File: src/rtl/noc_pkg.sv
// Shared router definitions: port indices, select encoding, allocator states.
// Used by switch_allocator and rr_arbiter.
package noc_pkg;

    localparam int NUM_PORTS = 5;

    typedef logic [2:0] port_sel_t;

    localparam port_sel_t SEL_IDLE = 3'b111;

    typedef enum logic [2:0] {
        PORT_N = 3'd0,
        PORT_S = 3'd1,
        PORT_W = 3'd2,
        PORT_E = 3'd3,
        PORT_L = 3'd4
    } port_e;

    typedef enum logic {
        ST_IDLE   = 1'b0,
        ST_LOCKED = 1'b1
    } out_state_e;

    // Round-robin successor, wrapping from the last port back to 0.
    function automatic port_sel_t rr_next(input port_sel_t p);
        return (p == port_sel_t'(NUM_PORTS - 1)) ? 3'd0 : p + 3'd1;
    endfunction

endpackage

File: src/rtl/rr_arbiter.sv
// Round-robin arbiter: first asserted request at or above ptr_i, wrapping.
// Ports: req_i[4:0] requests, ptr_i[2:0] start index, gnt_o[4:0] one-hot grant.
module rr_arbiter
    import noc_pkg::*;
(
    input  logic [NUM_PORTS-1:0] req_i,
    input  logic [2:0]           ptr_i,
    output logic [NUM_PORTS-1:0] gnt_o
);

    always_comb begin
        logic       found;
        logic [3:0] sum;
        logic [2:0] idx;
        gnt_o = '0;
        found = 1'b0;
        sum   = '0;
        idx   = '0;
        for (int k = 0; k < NUM_PORTS; k++) begin
            sum = {1'b0, ptr_i} + 4'(k);
            if (sum >= 4'(NUM_PORTS)) begin
                sum = sum - 4'(NUM_PORTS);
            end
            idx = sum[2:0];
            if (!found && req_i[idx]) begin
                gnt_o[idx] = 1'b1;
                found      = 1'b1;
            end
        end
    end

endmodule

File: src/rtl/switch_allocator.sv
// Wormhole switch allocator for a 5-port router: one lock FSM per output.
// Inputs: clk_i, rst_ni (sync, active-low), req_i/dest_i/tail_i per input,
// out_ready_i per output. Outputs: grant_o, xfer_o, sel_demux_o (per input),
// sel_mux_o, timeout_o (per output). Optional macro SW_ALLOC_TIMEOUT_EN adds
// a per-output stall counter that force-releases a stuck lock.
module switch_allocator #(
    parameter int NUM_PORTS   = 5,
    parameter int TIMEOUT_CYC = 64
) (
    input  logic                   clk_i,
    input  logic                   rst_ni,
    input  logic [NUM_PORTS-1:0]   req_i,
    input  logic [3*NUM_PORTS-1:0] dest_i,
    input  logic [NUM_PORTS-1:0]   tail_i,
    input  logic [NUM_PORTS-1:0]   out_ready_i,
    output logic [NUM_PORTS-1:0]   grant_o,
    output logic [NUM_PORTS-1:0]   xfer_o,
    output logic [3*NUM_PORTS-1:0] sel_demux_o,
    output logic [3*NUM_PORTS-1:0] sel_mux_o,
    output logic [NUM_PORTS-1:0]   timeout_o
);

    import noc_pkg::*;

    out_state_e           state_q [NUM_PORTS];
    out_state_e           state_d [NUM_PORTS];
    port_sel_t            own_q   [NUM_PORTS];
    port_sel_t            own_d   [NUM_PORTS];
    port_sel_t            rr_q    [NUM_PORTS];
    port_sel_t            rr_d    [NUM_PORTS];
    port_sel_t            mux_q   [NUM_PORTS];
    port_sel_t            mux_d   [NUM_PORTS];
    port_sel_t            dmx_q   [NUM_PORTS];
    port_sel_t            dmx_d   [NUM_PORTS];
    logic [NUM_PORTS-1:0] gnt_q;
    logic [NUM_PORTS-1:0] gnt_d;

    port_sel_t            dest    [NUM_PORTS];
    logic [NUM_PORTS-1:0] cand    [NUM_PORTS];
    logic [NUM_PORTS-1:0] arb_gnt [NUM_PORTS];
    port_sel_t            win     [NUM_PORTS];
    logic [NUM_PORTS-1:0] xfer;
    logic [NUM_PORTS-1:0] out_xfer;
    logic [NUM_PORTS-1:0] out_tail;

`ifdef SW_ALLOC_TIMEOUT_EN
    localparam int CNT_W = (TIMEOUT_CYC > 2) ? $clog2(TIMEOUT_CYC) : 1;

    logic [CNT_W-1:0]     cnt_q [NUM_PORTS];
    logic [CNT_W-1:0]     cnt_d [NUM_PORTS];
    logic [NUM_PORTS-1:0] to_q;
    logic [NUM_PORTS-1:0] to_d;
`endif

    // Candidate matrix: an input competes for its destination only when it
    // holds no lock and is not routing back to itself. Out-of-range
    // destinations (5..7) match no output and so are silently ignored.
    always_comb begin
        for (int p = 0; p < NUM_PORTS; p++) begin
            dest[p] = dest_i[3*p +: 3];
        end
        for (int o = 0; o < NUM_PORTS; o++) begin
            cand[o] = '0;
            for (int p = 0; p < NUM_PORTS; p++) begin
                cand[o][p] = req_i[p] && !gnt_q[p]
                          && (dest[p] == port_sel_t'(o))
                          && (dest[p] != port_sel_t'(p));
            end
        end
    end

    for (genvar o = 0; o < NUM_PORTS; o++) begin : g_arb
        rr_arbiter u_arb (
            .req_i (cand[o]),
            .ptr_i (rr_q[o]),
            .gnt_o (arb_gnt[o])
        );
    end

    // Transfer strobes, plus per-output views of the owner's xfer/tail and
    // the encoded arbitration winner.
    always_comb begin
        for (int p = 0; p < NUM_PORTS; p++) begin
            xfer[p] = 1'b0;
            for (int o = 0; o < NUM_PORTS; o++) begin
                if (dmx_q[p] == port_sel_t'(o)) begin
                    xfer[p] = gnt_q[p] & req_i[p] & out_ready_i[o];
                end
            end
        end
        for (int o = 0; o < NUM_PORTS; o++) begin
            out_xfer[o] = 1'b0;
            out_tail[o] = 1'b0;
            win[o]      = SEL_IDLE;
            for (int p = 0; p < NUM_PORTS; p++) begin
                if (own_q[o] == port_sel_t'(p)) begin
                    out_xfer[o] = xfer[p];
                    out_tail[o] = tail_i[p];
                end
                if (arb_gnt[o][p]) begin
                    win[o] = port_sel_t'(p);
                end
            end
        end
    end

    always_comb begin
        for (int o = 0; o < NUM_PORTS; o++) begin
            state_d[o] = state_q[o];
            own_d[o]   = own_q[o];
            rr_d[o]    = rr_q[o];
`ifdef SW_ALLOC_TIMEOUT_EN
            cnt_d[o]   = cnt_q[o];
            to_d[o]    = 1'b0;
`endif
            unique case (state_q[o])
                ST_IDLE: begin
`ifdef SW_ALLOC_TIMEOUT_EN
                    cnt_d[o] = '0;
`endif
                    if (|arb_gnt[o]) begin
                        state_d[o] = ST_LOCKED;
                        own_d[o]   = win[o];
                        rr_d[o]    = rr_next(win[o]);
                    end
                end
                ST_LOCKED: begin
`ifdef SW_ALLOC_TIMEOUT_EN
                    if (out_xfer[o]) begin
                        cnt_d[o] = '0;
                        if (out_tail[o]) begin
                            state_d[o] = ST_IDLE;
                            own_d[o]   = SEL_IDLE;
                        end
                    end else if (cnt_q[o] == CNT_W'(TIMEOUT_CYC - 1)) begin
                        // Stalled too long: drop the lock without a tail.
                        state_d[o] = ST_IDLE;
                        own_d[o]   = SEL_IDLE;
                        cnt_d[o]   = '0;
                        to_d[o]    = 1'b1;
                    end else begin
                        cnt_d[o] = cnt_q[o] + 1'b1;
                    end
`else
                    if (out_xfer[o] && out_tail[o]) begin
                        state_d[o] = ST_IDLE;
                        own_d[o]   = SEL_IDLE;
                    end
`endif
                end
                default: begin
                    state_d[o] = ST_IDLE;
                    own_d[o]   = SEL_IDLE;
                end
            endcase
        end

        // Per-input grant/demux and per-output mux follow the next lock state
        // so every select is a plain register output.
        for (int p = 0; p < NUM_PORTS; p++) begin
            gnt_d[p] = 1'b0;
            dmx_d[p] = SEL_IDLE;
        end
        for (int o = 0; o < NUM_PORTS; o++) begin
            mux_d[o] = (state_d[o] == ST_LOCKED) ? own_d[o] : SEL_IDLE;
            for (int p = 0; p < NUM_PORTS; p++) begin
                if (state_d[o] == ST_LOCKED && own_d[o] == port_sel_t'(p)) begin
                    gnt_d[p] = 1'b1;
                    dmx_d[p] = port_sel_t'(o);
                end
            end
        end
    end

    always_ff @(posedge clk_i) begin
        if (!rst_ni) begin
            for (int i = 0; i < NUM_PORTS; i++) begin
                state_q[i] <= ST_IDLE;
                own_q[i]   <= SEL_IDLE;
                rr_q[i]    <= '0;
                mux_q[i]   <= SEL_IDLE;
                dmx_q[i]   <= SEL_IDLE;
            end
            gnt_q <= '0;
        end else begin
            for (int i = 0; i < NUM_PORTS; i++) begin
                state_q[i] <= state_d[i];
                own_q[i]   <= own_d[i];
                rr_q[i]    <= rr_d[i];
                mux_q[i]   <= mux_d[i];
                dmx_q[i]   <= dmx_d[i];
            end
            gnt_q <= gnt_d;
        end
    end

`ifdef SW_ALLOC_TIMEOUT_EN
    always_ff @(posedge clk_i) begin
        if (!rst_ni) begin
            for (int i = 0; i < NUM_PORTS; i++) begin
                cnt_q[i] <= '0;
            end
            to_q <= '0;
        end else begin
            for (int i = 0; i < NUM_PORTS; i++) begin
                cnt_q[i] <= cnt_d[i];
            end
            to_q <= to_d;
        end
    end

    assign timeout_o = to_q;
`else
    assign timeout_o = '0;
`endif

    assign grant_o = gnt_q;
    assign xfer_o  = xfer;

    for (genvar i = 0; i < NUM_PORTS; i++) begin : g_sel
        assign sel_mux_o[3*i +: 3]   = mux_q[i];
        assign sel_demux_o[3*i +: 3] = dmx_q[i];
    end

endmodule

File: config.mk
export PLATFORM = sky130hd
export DESIGN_NAME = switch_allocator
export DESIGN_NICKNAME = d
export VERILOG_FILES = /design/src/rtl/noc_pkg.sv /design/src/rtl/rr_arbiter.sv /design/src/rtl/switch_allocator.sv
export SDC_FILE = /design/constraint.sdc
export NUM_CORES = 1
export LEC_CHECK = 0
export ABC_CLOCK_PERIOD_IN_PS = 13100
export BUFFER_PORTS_ARGS = -buffer_cell sky130_fd_sc_hd__buf_2
export CAP_MARGIN = 20
export CORE_ASPECT_RATIO = 1.2
export CORE_MARGIN = 3
export CORE_UTILIZATION = 60
export CTS_CLUSTER_SIZE = 10
export DETAILED_ROUTE_END_ITERATION = 10
export GPL_TIMING_DRIVEN = 1
export PLACE_DENSITY = 0.84
export SETUP_SLACK_MARGIN = 0.02
export SYNTH_ARGS = -nofsm -noshare
export SYNTH_HDL_FRONTEND = slang
export SYNTH_HIERARCHICAL = 1
export SYNTH_SLANG_ARGS = --single-unit
File: constraint.sdc
create_clock -name clk_i -period 13.1 [get_ports clk_i]
set_input_delay 2.62 -clock clk_i [delete_from_list [all_inputs] [get_ports clk_i]]
set_output_delay 2.62 -clock clk_i [all_outputs]
set_load 0.05 [all_outputs]
# Word-level counts from Yosys, hierarchy flattened

Memory sizes are Yosys's and may differ from the RTL's.
Index checks and enable logic that the tools add are counted.
W data, S select, Z words.

Register bits: 5
Memory bits (writable): 65
Output and inout bits: 45
Logic and storage cells: 878
Memories kept: 5

Memory list:

| name    | words | width | read ports | clocked after memory_dff | wr ports | RTL line               | RTL |
|---|---|---|---|---|---|---|---|
| dmx_q   | 5     | 3     | 5          | 0                        | 5        | switch_allocator.sv:33 | `port_sel_t dmx_q [NUM_PORTS];` |
| mux_q   | 5     | 3     | 5          | 0                        | 5        | switch_allocator.sv:31 | `port_sel_t mux_q [NUM_PORTS];` |
| own_q   | 5     | 3     | 5          | 0                        | 5        | switch_allocator.sv:27 | `port_sel_t own_q [NUM_PORTS];` |
| rr_q    | 5     | 3     | 5          | 0                        | 5        | switch_allocator.sv:29 | `port_sel_t rr_q [NUM_PORTS];` |
| state_q | 5     | 1     | 5          | 0                        | 5        | switch_allocator.sv:25 | `out_state_e state_q [NUM_PORTS];` |

Add/subtract/negate cells: 50
Order comparisons: 75
Equality and inequality tests: 89
Multiplexer cells: 397
Bitwise operators: 80
Reductions and logical operators: 181

Operator list:

| operator              | number |
|---|---|
| $mux W3               | 125 |
| $mux W1               | 187 |
| $logic_and A1 B1 Y1   | 130 |
| $mux W5               | 25 |
| $eq A3 B2 Y1 const B  | 40 |
| $lt A3 B4 Y1 const B  | 25 |
| $or A5 B5 Y5          | 20 |
| $ge A4 B3 Y1 const B  | 20 |
| $bmux W1 S3           | 25 |
| $demux W1 S3          | 25 |
| $eq A3 B3 Y1 const B  | 25 |
| $ge A3 B1 Y1 const B  | 25 |
| $sub A3 B3 Y3 const B | 25 |
| $eq A3 B1 Y1 const B  | 20 |
| $logic_not A3 Y1      | 20 |
| $add A3 B2 Y4 const B | 10 |
| $and A1 B1 Y1         | 30 |
| $pmux W3 S2           | 5 |
| $logic_not A1 Y1      | 25 |
| $or A1 B1 Y1          | 25 |
| $reduce_or A5 Y1      | 5 |
| $add A3 B1 Y4 const B | 5 |
| $add A3 B3 Y4 const B | 5 |
| $add A3 B1 Y3 const B | 5 |
| 7 further kinds       | 20 |

# Depth between registers and ports, before layout

Depth in word-level cells: 34
Depth in mapped cells: 23
Mapped depth without buffers: 21

# By module

Netlist, hierarchy kept.

By module, submodules not included:

| module                          | instances | cells each | area an instance (um^2) | seq. area each (um^2) |
|---|---|---|---|---|
| rr_arbiter (g_arb[0].u_arb ...) | 4         | 169        | 1163.6                  | 0.0 |
| switch_allocator                | 1         | 580        | 4451.8                  | 1401.3 |
| rr_arbiter (g_arb[4].u_arb)     | 1         | 162        | 1156.1                  | 0.0 |

# Least setup slack after synthesis

OpenSTA, ideal clock, no wires.

Path type: input-to-reg
From: in dest_i[6]
To: mem dmx_q[0][14] (netlist name)
Setup time: 127 ps
Arrival: 6369 ps
Data required time: 12973 ps
Slack: 6604 ps
Cell stages on the path: 18
Buffers on the path: 2
Cells stage by stage: nor4_1 -> or4b_1 -> a32oi_1 -> o21ai_1 -> o31a_1 -> nor2b_4 -> buf_6 -> a31oi_1 -> o211ai_1 -> nor4_1 -> a21o_1 -> buf_2 -> o21ai_1 -> o22ai_1 -> nor2_1 -> o41ai_2 -> nor2_1 -> or3_1

RTL lines:

| element     | RTL line               | RTL |
|---|---|---|
| from (decl) | switch_allocator.sv:13 | `input logic [3*NUM_PORTS-1:0] dest_i,` |
| to (decl)   | switch_allocator.sv:33 |  |

# Worst setup path after layout

From: in out_ready_i[4]
To: out xfer_o[2]

Word-level cells in the longest chain between the ends: 2

Ends and longest elaborated chain:

| element       | RTL line               | RTL |
|---|---|---|
| from (decl)   | switch_allocator.sv:15 | `input logic [NUM_PORTS-1:0] out_ready_i,` |
| $and A1 B1 Y1 | switch_allocator.sv:87 | `xfer[p] = gnt_q[p] & req_i[p] & out_ready_i[o];` |
| $mux W1       | switch_allocator.sv:86 | `if (dmx_q[p] == port_sel_t'(o)) begin` |
| to (decl)     | switch_allocator.sv:17 | `output logic [NUM_PORTS-1:0] xfer_o,` |

Every way passes these cells.

==> flow_summary.ini <==
[timing]
setup_ws_ns = 6.248
period_share = 0.5231
rsz0062_at_grt = false
fin_setup_tns_ns = 0
setup_viol = 0
timing.hold.ws_ns = 0.5921
relSlewSlack = 0.2621
tightest_slew_ns = 1.104
post-route-min-period_ns = 6.852
slew_violations = 0
max_freq_mhz = 145.9
hold_viol = 0
skew_ns = 0.007052

[clock_tree]
cts_buffers = 9
cts_buffer_depth = 2
clock_sinks = 70
cts_hold_buf = 0
ctsResizeCount = 0
cts_max_level = 3
cts-root-buf = clkbuf_16
postCtsSetupBuffers = 0
clock_latency_ns = 0.34
clk_pin_slew_ns = 0.06
cts_tree = yes

[floorplanning]
io_pins = 77
dieHeight_um = 149.3
rows = 51
initial_core_util = 0.6209
coreArea_um2 = 16530
die_w_um = 125.4
die_area_um2 = 18720

[yosys]
synth_cells = 1418
synthFlopType = dfxtp_1
ys_ff_latch = 70
ys_types = 102
syn_avg_cell_area_um2 = 7.237
synthesis.area_um2 = 10260
synthTopCellsByArea = dfxtp_1 14%, ha_1 6.0%, nor2_1 5.3%
yosysSeqAreaShare = 0.1366
async_reset_ff_frac = 0
synth_warnings = 6
synth_edf_count = 0
yosysTopAreaCellShare = 0.1366
synth_top_cell_by_area = dfxtp_1

[placement]
place.gp.congestion = 1.015
dp_hpwl_um = 24070
dpl.cell_count = 1670
dp_worst_setup_slack_ns = 6.103
portBuffers = 71

[detailed_routing]
wirelength_um = 32160
first_pass_iters = 6
wl_per_cell_um = 19.08
drc = 0
vias = 11610
via_per_inst = 6.887
postRouteAntennaNets = 0
drt_iter0_markers = 1304

[critical_path]
cp_max_fo = 6
reg2reg_to = dmx_q[0][8]
cp.required_ns = 10.48
arrival_ns = 4.23
start_kind = input pin
end_kind = output port
r2r_slack_ns = 7.32
setup.worst_path.start = out_ready_i[4]
r2r_start = rr_q[0][7]
worstSetupPathType = in -> out
reg2reg_depth = 17

[pwr]
ir_drop_v = 0.0001392
powerDensity_nw_per_um2 = 232.6
leakagePower_nw = 4.368

[cells_and_area]
layout-drive-gt1-share = 0.1439
fillers = 1397
diodes = 0
layoutNonFillerInstCount = 1685
final_nets = 1555
area_growth_pct = 7.474

[global_routing]
grt_pass1_vias = 10710
grt_overflow_total = 0
gr-usage-all-layers = 0.3310
grt_pass1_wl_um = 52290
antenna_found_initial = 0
grt_max_degree = 36

[worst_hold_path]
min_path_cells = 2
hold-path-endpoint = state_q[0][1]
hold_path_startpoint = state_q[0][1]
min-delay-path-class = reg -> reg

[job]
max-cap-violations = 0

[outcome]
status = complete, no violations
logic make-up (layout without fill, tap and decap cells):
family,after synthesis,count (layout),synth area share
simple gates,580,580,0.3064
fa+ha+maj,54,54,0.06950
mux,73,73,0.07803
compound gates,482,482,0.3397
buf+inv,158,182,0.06950
other cells,1,32,0.0003654
flops,70,70,0.1366
critical path: stages:
cell and delay, ns:
buf_2 0.21, nand2_1 0.09, nor4_2 0.64, nor2_1 0.31
inv_1 0.10, buf_2 0.26
per-layer routing:
metal	vias to the layer above	global-route usage	wire length (µm)
met5	-	0	0
met4	0	0.1518	1502
met3	135	0.06698	2995
met2	665	0.5336	14600
met1	5349	0.4272	13050
li1	5456	-	-
worst max-delay path by stage:
stage / endpoint / depth (start not counted)
2_1_floorplan: dmx_q[0][14] / 18
3_3_place_gp: dmx_q[0][14] / 18
3_5_place_dp: dmx_q[0][14] / 18
4_1_cts: xfer_o[2] / 6
5_1_grt: dmx_q[0][8] / 19
6_report: xfer_o[2] / 6
cells in the final DEF, fill, tap and decap left out, types with 49 or more instances in the layout:
master	Yosys	routed
a21oi_1	100	100
buf_2	21	71
dfxtp_1	70	70
ha_1	49	49
inv_1	74	74
mux2i_1	53	53
nand2_1	122	122
nor2_1	146	146
nor3_1	50	50
o21ai_0	64	64
per-stage QoR:
stage	power, mW	cell area (µm²)	utilization
after global placement	2.194	10710	0.6478
after floorplan	1.875	10380	-
after global routing	2.772	11030	0.6673
final	2.565	11030	0.6673
after detailed placement	2.233	10710	0.6478
after CTS	2.513	11030	0.6673
power by group:
group	leakage, nW	total (mW)	switching [mW]	internal [mW]
logic	3.64	1.92	1.22	0.699
registers	0.576	0.381	0.102	0.279
clock network	0.151	0.265	0.0945	0.171
total	4.37	2.57	1.42	1.15
Yosys cell counts, drive strengths merged (28+ instances only):
cell type / instances
o211ai: 31
nor4: 28
a21oi: 106
dfxtp: 70
buf: 41
a31oi: 34
nand2: 122
ha: 49
nor3: 52
clkbuf: 37
nor2: 146
nand2b: 39
a211oi: 28
mux2i: 53
or2: 32
o21ai: 81
inv: 79
nor2b: 28
cell type report:
cell class | instances | area (µm²) | share of cell area
clock buffers | 10 | 239.0 | 0.02167
clock inverters | 5 | 83.83 | 0.007601
inverters | 80 | 300.3 | 0.02723
multi-input cells | 1221 | 8264 | 0.7493
flip-flops and latches | 70 | 1401 | 0.1271
well taps | 212 | 265.3 | 0.02405
repair buffers | 87 | 475.5 | 0.04311
state kept, by name, summed over array words and instances, names as in the netlist:
register	flops
dmx_q	15
mux_q	15
own_q	15
rr_q	15
grant_o	5
state_q	5
Power figures use the tool's default switching activity.
